`src/rtl/spi_slave_bridge.sv`:
```
// SPI (mode 3, idle-high clock) slave that turns command/address/data frames into 32-bit bus accesses.
// Read support is compiled in only when SPI_SLAVE_READ_EN is defined; the default build is write-only.
`timescale 1ns/1ps
module spi_slave_bridge #(
  parameter int          SYNC_STAGES = 2,
  parameter logic [7:0]  CMD_WR      = 8'h02,
  parameter logic [7:0]  CMD_RD      = 8'h0B
) (
  input  logic        clk,
  input  logic        rst_n,
  input  logic        spi_cs,
  input  logic        spi_clk,
  input  logic        spi_din,
  output logic        spi_dout,
  output logic        bus_req,
  output logic        bus_we,
  output logic [31:0] bus_addr,
  output logic [31:0] bus_wdata,
  input  logic [31:0] bus_rdata,
  input  logic        bus_ack,
  output logic        rd_late
);

  typedef enum logic [2:0] {IDLE, CMD, ADDR, DATA, DRAIN} state_t;

  state_t                 state_q, state_d;
  logic [SYNC_STAGES-1:0] cs_sync_q, sclk_sync_q, din_sync_q, fill_q;
  logic                   cs_prev_q, sclk_prev_q, armed_q;
  logic [4:0]             cnt_q;
  logic [30:0]            sh_q;
  logic [7:0]             cmd_q;
  logic                   bus_req_q, bus_we_q;
  logic [31:0]            bus_addr_q, bus_wdata_q;

  logic        cs_s, sclk_s, din_s, cs_rise, cs_fall, sclk_rise;
  logic [31:0] shift_in;
  logic        wr_mode, cmd_ok;

  assign cs_s      = cs_sync_q[SYNC_STAGES-1];
  assign sclk_s    = sclk_sync_q[SYNC_STAGES-1];
  assign din_s     = din_sync_q[SYNC_STAGES-1];
  assign cs_rise   = cs_s & ~cs_prev_q;
  assign cs_fall   = ~cs_s & cs_prev_q;
  assign sclk_rise = sclk_s & ~sclk_prev_q;
  assign shift_in  = {sh_q, din_s};
  assign wr_mode   = (cmd_q == CMD_WR);

`ifdef SPI_SLAVE_READ_EN
  logic        sclk_fall, rd_issue_q, rvld_q, skip_q, dout_q, rd_late_q;
  logic [31:0] rbuf_q, tx_q;
  assign sclk_fall = ~sclk_s & sclk_prev_q;
  assign cmd_ok    = (shift_in[7:0] == CMD_WR) || (shift_in[7:0] == CMD_RD);
  assign spi_dout  = dout_q;
  assign rd_late   = rd_late_q;
`else
  logic unused_rdata;
  assign unused_rdata = ^bus_rdata;
  assign cmd_ok       = (shift_in[7:0] == CMD_WR);
  assign spi_dout     = 1'b0;
  assign rd_late      = 1'b0;
`endif

  assign bus_req   = bus_req_q;
  assign bus_we    = bus_we_q;
  assign bus_addr  = bus_addr_q;
  assign bus_wdata = bus_wdata_q;

  always_comb begin
    state_d = state_q;
    case (state_q)
      IDLE:    if (cs_fall && armed_q) state_d = CMD;
      CMD:     if (sclk_rise && cnt_q == 5'd7) state_d = cmd_ok ? ADDR : DRAIN;
      ADDR:    if (sclk_rise && cnt_q == 5'd31) state_d = DATA;
      default: state_d = state_q;
    endcase
    if (cs_rise) state_d = IDLE;
  end

  always_ff @(posedge clk or negedge rst_n) begin
    if (!rst_n) state_q <= IDLE;
    else        state_q <= state_d;
  end

  always_ff @(posedge clk or negedge rst_n) begin
    if (!rst_n) begin
      cs_sync_q   <= '1;
      sclk_sync_q <= '1;
      din_sync_q  <= '0;
      fill_q      <= '0;
      cs_prev_q   <= 1'b1;
      sclk_prev_q <= 1'b1;
      armed_q     <= 1'b0;
      cnt_q       <= '0;
      sh_q        <= '0;
      cmd_q       <= '0;
      bus_req_q   <= 1'b0;
      bus_we_q    <= 1'b0;
      bus_addr_q  <= '0;
      bus_wdata_q <= '0;
`ifdef SPI_SLAVE_READ_EN
      rd_issue_q  <= 1'b0;
      rvld_q      <= 1'b0;
      skip_q      <= 1'b0;
      dout_q      <= 1'b0;
      rd_late_q   <= 1'b0;
      rbuf_q      <= '0;
      tx_q        <= '0;
`endif
    end else begin
      cs_sync_q   <= {cs_sync_q[SYNC_STAGES-2:0], spi_cs};
      sclk_sync_q <= {sclk_sync_q[SYNC_STAGES-2:0], spi_clk};
      din_sync_q  <= {din_sync_q[SYNC_STAGES-2:0], spi_din};
      fill_q      <= {fill_q[SYNC_STAGES-2:0], 1'b1};
      cs_prev_q   <= cs_s;
      sclk_prev_q <= sclk_s;
      // A chip select already low when reset lifts must not look like a new frame.
      armed_q     <= armed_q | (fill_q[SYNC_STAGES-1] & cs_s);

      if (bus_ack) begin
        bus_req_q <= 1'b0;
        if (bus_we_q) bus_addr_q <= bus_addr_q + 32'd4;
`ifdef SPI_SLAVE_READ_EN
        else if (skip_q) skip_q <= 1'b0;
        else begin
          rbuf_q <= bus_rdata;
          rvld_q <= 1'b1;
        end
`endif
      end

`ifdef SPI_SLAVE_READ_EN
      if (rd_issue_q && !bus_req_q) begin
        rd_issue_q <= 1'b0;
        bus_req_q  <= 1'b1;
        bus_we_q   <= 1'b0;
      end
`endif

      if (sclk_rise && (state_q inside {CMD, ADDR, DATA})) begin
        sh_q  <= shift_in[30:0];
        cnt_q <= cnt_q + 5'd1;
      end

      if (sclk_rise && state_q == CMD && cnt_q == 5'd7) begin
        cmd_q <= shift_in[7:0];
        cnt_q <= '0;
      end

      if (sclk_rise && state_q == ADDR && cnt_q == 5'd31) begin
        bus_addr_q <= shift_in;
        cnt_q      <= '0;
`ifdef SPI_SLAVE_READ_EN
        if (!wr_mode) rd_issue_q <= 1'b1;
`endif
      end

      // A word finishing while the bus is still busy is dropped.
      if (sclk_rise && state_q == DATA && cnt_q == 5'd31 && !bus_req_q) begin
        if (wr_mode) begin
          bus_req_q   <= 1'b1;
          bus_we_q    <= 1'b1;
          bus_wdata_q <= shift_in;
        end
`ifdef SPI_SLAVE_READ_EN
        else begin
          bus_req_q  <= 1'b1;
          bus_we_q   <= 1'b0;
          bus_addr_q <= bus_addr_q + 32'd4;
        end
`endif
      end

`ifdef SPI_SLAVE_READ_EN
      if (state_q == DATA && !wr_mode) begin
        if (sclk_fall) begin
          if (cnt_q == 5'd0) begin
            // Data that misses the word's first bit is sent as zeros; its late ack is discarded.
            if (rvld_q) begin
              dout_q <= rbuf_q[31];
              tx_q   <= {rbuf_q[30:0], 1'b0};
            end else begin
              dout_q    <= 1'b0;
              tx_q      <= '0;
              rd_late_q <= 1'b1;
              skip_q    <= bus_req_q & ~bus_ack;
            end
            rvld_q <= 1'b0;
          end else begin
            dout_q <= tx_q[31];
            tx_q   <= {tx_q[30:0], 1'b0};
          end
        end
      end else begin
        dout_q <= 1'b0;
      end
`endif

      if (cs_rise) begin
        cnt_q <= '0;
`ifdef SPI_SLAVE_READ_EN
        dout_q     <= 1'b0;
        rd_issue_q <= 1'b0;
`endif
      end

      if (cs_fall && armed_q && state_q == IDLE) begin
        cnt_q <= '0;
`ifdef SPI_SLAVE_READ_EN
        rvld_q <= 1'b0;
        skip_q <= bus_req_q & ~bus_we_q & ~bus_ack;
`endif
      end
    end
  end

endmodule

```
`config.mk`:
```
export PLATFORM = sky130hd
export DESIGN_NAME = spi_slave_bridge
export DESIGN_NICKNAME = d
export VERILOG_FILES = /design/src/rtl/spi_slave_bridge.sv
export SDC_FILE = /design/constraint.sdc
export NUM_CORES = 1
export LEC_CHECK = 0
export ABC_AREA = 1
export CORE_AREA = 2 2 112 114
export DETAILED_ROUTE_END_ITERATION = 8
export DIE_AREA = 0 0 114 116
export PLACE_DENSITY = 0.81
export SLEW_MARGIN = 10
export SYNTH_ARGS = -nofsm -noshare
export SYNTH_HDL_FRONTEND = slang
export SYNTH_SLANG_ARGS = --single-unit
```
`constraint.sdc`:
```
create_clock -name clk -period 5.6 [get_ports clk]
set_clock_uncertainty 0.2 [all_clocks]
set_input_delay 1.12 -clock clk [delete_from_list [all_inputs] [get_ports clk]]
set_output_delay 1.12 -clock clk [all_outputs]
set_load 0.05 [all_outputs]
```
==> results of run 1 <==
==> registers in the layout, summed over array words and instances (netlist names), 3 cells and up <==
| register | count |
|---|---|
| sh_q | 31 |
| bus_addr | 32 |
| bus_wdata | 32 |
| cnt_q | 5 |
| state_q | 3 |
| cmd_q | 8 |
==> worst max path at each step <==
stage                              end  slack, ns  cells past startpoint
after global routing      bus_addr[12]       2.42                     14
final                     bus_addr[18]       2.52                      1
after detailed placement  bus_addr[18]       2.38                      8
after floorplan           bus_addr[12]       3.47                      8
after global placement    bus_addr[18]       2.42                      8
after CTS                 bus_addr[18]       2.52                      1
==> layout make-up <==
class,count,area share
well taps,147,0.0251
flip-flops and latches,124,0.424
clock buffers,23,0.0665
clock inverters,7,0.0218
multi-input cells,500,0.311
inverters,92,0.0471
repair buffers,77,0.104
==> power breakdown <==
group | internal, mW | switching [mW] | total [mW]
clock network | 0.830 | 0.376 | 1.21
logic | 0.0683 | 0.168 | 0.236
registers | 0.984 | 0.0896 | 1.07
==> cells by family (layout without fill, tap and decap cells) <==
logic type | count (synthesis) | after routing
AO/OA/AOI/OAI | 83 | 83
AND/OR/NAND/NOR | 400 | 400
XOR/XNOR | 11 | 11
adder cells (fa/ha/maj) | 3 | 3
flip-flops | 124 | 124
other | 2 | 3
buffers and inverters | 119 | 199
==> placed cells by master (no fill, tap or decap), drive strengths merged, types with 2 or more instances in the layout <==
master	count
nand2	250
dfrtp	118
inv	92
nand3	71
clkdlybuf4s50	70
nor2	64
o21ai	50
clkbuf	23
o22ai	14
a21oi	10
xor2	8
buf	7
dfstp	6
nor3	6
bufinv	5
nand4	4
o211ai	4
xnor2	3
ha	3
conb	3
and2	2
o21bai	2
o221ai	2
clkinv	2
==> metal layers <==
| layer | track usage | up-vias |
|---|---|---|
| met5 | 0 | - |
| met2 | 0.333 | 188 |
| met1 | 0.341 | 2361 |
| li1 | - | 2474 |
| met4 | 0.0902 | 0 |
| met3 | 0.0418 | 23 |
==> per-stage QoR <==
step	utilization	setup WS, ns	hold WS (ns)
floorplan	-	3.47	0.131
global placement	0.560	2.42	0.132
detailed placement	0.560	2.38	0.136
CTS	0.614	2.52	0.147
global route	0.616	2.42	0.153
finish	0.616	2.52	0.145
==> qor.yml, run 1 <==
fin_area_um2: 7340
fp.dieArea_um2: 13200
multiInputGateArea_um2: 2290
rows: 40
hold_end: "din_sync_q[1]"
setup_viol: 0
synth_top_family_by_area: "simple AND/OR/NAND/NOR gates"
drive_above_1_share: 0.0705
num_io_pins: 106
met2_length_mm: 6.29
wl_mm: 14.1
core_um2: 11900
synth_edf_count: 0
reg2reg_slack_ns: 2.61
finalHoldViolCount: 0
cts_tree: "built"
r2r_end: "bus_addr[18]"
p_leak_nw: 3.80
initialDrtViolationCount: 573
placed_area_um2: 6670
clk_pin_slew_ns: 0.05
power.density_nw_per_um2: 343
grt_pass1_wl_mm: 23.5
synth_compound_area_frac: 0.0781
fin_nets: 853
worst-path-max-fanout: 5
clock-sinks: 124
cts_buffers: 17
synth_warnings: 0
worst_r2r_path_depth: 14
fmax_mhz: 325
num_antenna_cells: 0
hpwl_mm: 9.42
synthXorXnorAreaFrac: 0.0164
antenna_found_initial: 0
routed.top_layer: "met4"
crit_path_max_incr_delay_ns: 0.86
ys_seq_area_frac: 0.530
die_x_um: 114
yosysTopAreaCell: "dfrtp_1"
syn_to_final_growth_pct: 25.1
yosys-top-cells-area: "dfrtp_1 50%, nand2_1 16%, nand3_1 5.9%, inv_1 5.6%, o21ai_0 3.8%"
ir_worst_vdd_mv: 0.155
ys_async_sr_fraction: 1.00
crit_buf_inv: 1
routed-via-count: 5046
worst_setup_path_start_kind: "flip-flop"
synth.distinct_cells: 32
status: "finished clean"
place_inst: 939
cts_max_level: 4
clk_latency_ns: 0.42
r2r-start: "cnt_q[1]"
track_usage: 0.229
worstPathArrival_ns: 1.76
finalPower_mw: 2.52
seq_area_um2: 3110
critPathTopFamily: "buffers and inverters"
hp-class: "reg2reg"
final_cell_count_no_fill: 970
crit_start: "bus_addr[18]"
worst_path_max_delay_cell: "clkdlybuf4s50_1"
crit_chain: "clkdlybuf4s50_1"
muxShareOfSynthArea: 0
cp_data_required_time_ns: 4.28
yosysTopAreaCellShare: 0.503
tightest_slew_ns: 0.724
min_from: "din_sync_q[0]"
critical_path_class: "reg2out"
place.gp.congestion: 0.911
report.final.slew_viol_count: 0
grt_pass1_vias: 4734
n_fill_cell: 1007
overflow: 0
rsz0062_at_grt: "no"
cts_buffer_depth: 2
wl_met3_um: 820
start_util: 0.493
synth_commonest_cells: "248 x nand2_1, 118 x dfrtp_1, 87 x inv_1, 69 x nand3_1, 58 x nor2_1"
ys_ff_latch: 124
clock_tree.root_cell: "clkbuf_16"
finalCritPeriodShare: 0.549
firstDrtPassIters: 5
wl_met1_mm: 6.78
synthCells: 742
yosys.cell_count.top_type: "nand2_1"
drc: 0
tns_ns: 0
syn_area_per_cell_um2: 7.91
holdPathStages: 0
grt_max_degree: 71
critPathCaptureType: "output port"
viasPerCell: 5.20
timing.max_cap.violations: 0
hold_buffers: 0
synth-main-ff-cell: "dfrtp_1"
routedWlPerCell_um: 14.6
max_slew_margin: 0.516
netlist_area_um2: 5870
layout_min_cycle_time_ns: 3.08
port_buffers: 71
cts_setup_buffers: 0
die_height_um: 116
synth_fa_ha_area_frac: 0.00640
post_cts_resize_count: 0
ant_nets: 0
yosys.area_share.simple: 0.285
(Power assumes the default switching activity.)
==> inputs of run 2 (changes only) <==
CORE_AREA = 2 2 114 116   (was 2 2 112 114)
DIE_AREA = 0 0 116 118   (was 0 0 114 116)
PLACE_DENSITY = 0.82   (was 0.81)
clock period = 2.7 ns   (was 5.6 ns; I/O delays follow)
==> run 2 against run 1 <==
Compared with the run above: clock power is 57% higher; worst hold slack about the same; die area is 3.5% higher; cell count increased by 2.6%; non-clock buffer count up 4; first-iteration DRC count increased by 2.1%; setup slack got worse by 2.3 ns; global-route usage decreased by 0.90 points; flip-flop and latch count stayed put; critical path type unchanged; largest power group is now sequential cells.
==> qor.yml, run 2 (synthesis gave the netlist of run 1 again) <==
rsz0062_at_grt: "no"  # unchanged
die_x_um: 116  # was 114 um
critPathCaptureType: "output port"  # unchanged
grt_pass1_wl_mm: 23.6  # was 23.5 mm
ant_nets: 0  # unchanged
hold_slack_ns: 0.145  # about the same
track_usage: 0.220  # was 0.229
tns_ns: 0  # unchanged
finalHoldViolCount: 0  # unchanged
drive_above_1_share: 0.0680  # was 0.0705
post_cts_resize_count: 0  # unchanged
fin_nets: 857  # was 853
num_antenna_cells: 0  # unchanged
power.density_nw_per_um2: 638  # was 343 nW/um^2
pre_cts_ws_ns: 0.337  # was 2.38 ns
tightest_slew_ns: 0.607  # was 0.724 ns
cts_buffer_depth: 2  # unchanged
worst-path-max-fanout: 5  # unchanged
drc: 0  # unchanged
crit_path_max_incr_delay_ns: 0.85  # was 0.86 ns
critPathTopFamily: "buffers and inverters"  # unchanged
clk_pin_slew_ns: 0.05  # about the same
cts_buffers: 17  # unchanged
cts_tree: "built"  # unchanged
cts_setup_buffers: 0  # unchanged
clock-sinks: 124  # unchanged
die_height_um: 118  # was 116 um
timing.max_cap.violations: 0  # unchanged
clk_latency_ns: 0.41  # was 0.42 ns
clock_tree.root_cell: "clkbuf_16"  # unchanged
worst_path_max_delay_cell: "clkdlybuf4s50_1"  # unchanged
layout_min_cycle_time_ns: 2.49
start_util: 0.473  # was 0.493
seq_area_um2: 3110  # unchanged
finalPower_mw: 4.61  # was 2.52 mW
syn_to_final_growth_pct: 23.2  # was 25.1%
max_slew_margin: 0.594  # was 0.516
cts_max_level: 4  # unchanged
fmax_mhz: 402
setup_viol: 0  # unchanged
grt_max_degree: 71  # unchanged
mostFrequentLayoutCell: "nand2_1"  # unchanged
hp-class: "reg2reg"  # unchanged
grt_pass1_vias: 4735  # was 4734
report.final.slew_viol_count: 0  # unchanged
status: "finished clean"  # unchanged
finalCritPeriodShare: 0.921
initialDrtViolationCount: 585  # was 573
n_fill_cell: 1094  # was 1007
worst_setup_path_start_kind: "flip-flop"  # unchanged
worstPathArrival_ns: 1.75  # was 1.76 ns
routedWlPerCell_um: 14.1  # was 14.6 um
hpwl_mm: 9.59  # was 9.42 mm
critical_path_class: "reg2out"  # unchanged
multiInputGateArea_um2: 2290  # unchanged
cp_data_required_time_ns: 1.96  # was 4.28 ns
hold_buffers: 1  # was 0
core_um2: 12400  # was 11900 um^2
antenna_found_initial: 0  # unchanged
fp.dieArea_um2: 13700  # was 13200 um^2
firstDrtPassIters: 5  # unchanged
crit_buf_inv: 1  # unchanged
routed-via-count: 5039  # was 5046
post-route-util: 0.582  # was 0.616
fin_ws_ns: 0.213  # was 2.52 ns
place.gp.congestion: 0.873  # was 0.911
final_cell_mix: "248 x nand2_1, 118 x dfrtp_1, 87 x inv_1"  # unchanged
viasPerCell: 5.06  # was 5.20
p_leak_nw: 3.74  # was 3.80 nW
wl_mm: 14.0  # was 14.1 mm
port_buffers: 71  # unchanged
num_io_pins: 106  # unchanged
crit_chain: "clkdlybuf4s50_1"  # unchanged
ir_worst_vdd_mv: 0.500  # was 0.155 mV
rows: 41  # was 40
overflow: 0  # unchanged
run 2: worst paths after layout:
check	start	end	slack, ns	cells past startpoint
hold / removal	fill_q[0]	fill_q[1]	0.14	0
hold reg to reg	fill_q[0]	fill_q[1]	0.14	0
setup / recovery	bus_addr[13]	bus_addr[13]	0.21	1
max in group asynchronous	rst_n	cs_prev_q	1.41	3
min in group asynchronous	rst_n	fill_q[0]	0.47	3
setup reg to reg	cnt_q[1]	bus_addr[9]	0.26	11
run 2: where the power goes:
group / leakage (nW) / total [mW] / internal (mW) / switching, mW
clock network: 0.240 / 1.90 / 1.15 / 0.746
logic: 1.98 / 0.484 / 0.140 / 0.344
registers: 1.52 / 2.23 / 2.04 / 0.189
run 2: area by class of cell:
class	instances	share of cell area
Clock buffer	21	0.0623
Tap cell	172	0.0298
Sequential cell	124	0.430
Clock inverter	5	0.00346
Timing Repair Buffer	81	0.110
Inverter	92	0.0478
Multi-Input combinational cell	500	0.316
run 2: per-stage QoR:
step | area [um^2] | cells
global placement | 6750 | 968
CTS | 7230 | 995
floorplan | 5870 | 743
finish | 7230 | 995
detailed placement | 6750 | 968
global route | 7230 | 995
run 2: per-layer routing:
metal | part of all wire | global-route usage | vias to the layer above
met4 | 0.0099 | 0.0543 | 0
li1 | - | - | 2483
met2 | 0.44 | 0.315 | 191
met1 | 0.47 | 0.334 | 2346
met3 | 0.078 | 0.0556 | 19
met5 | 0 | 0 | -
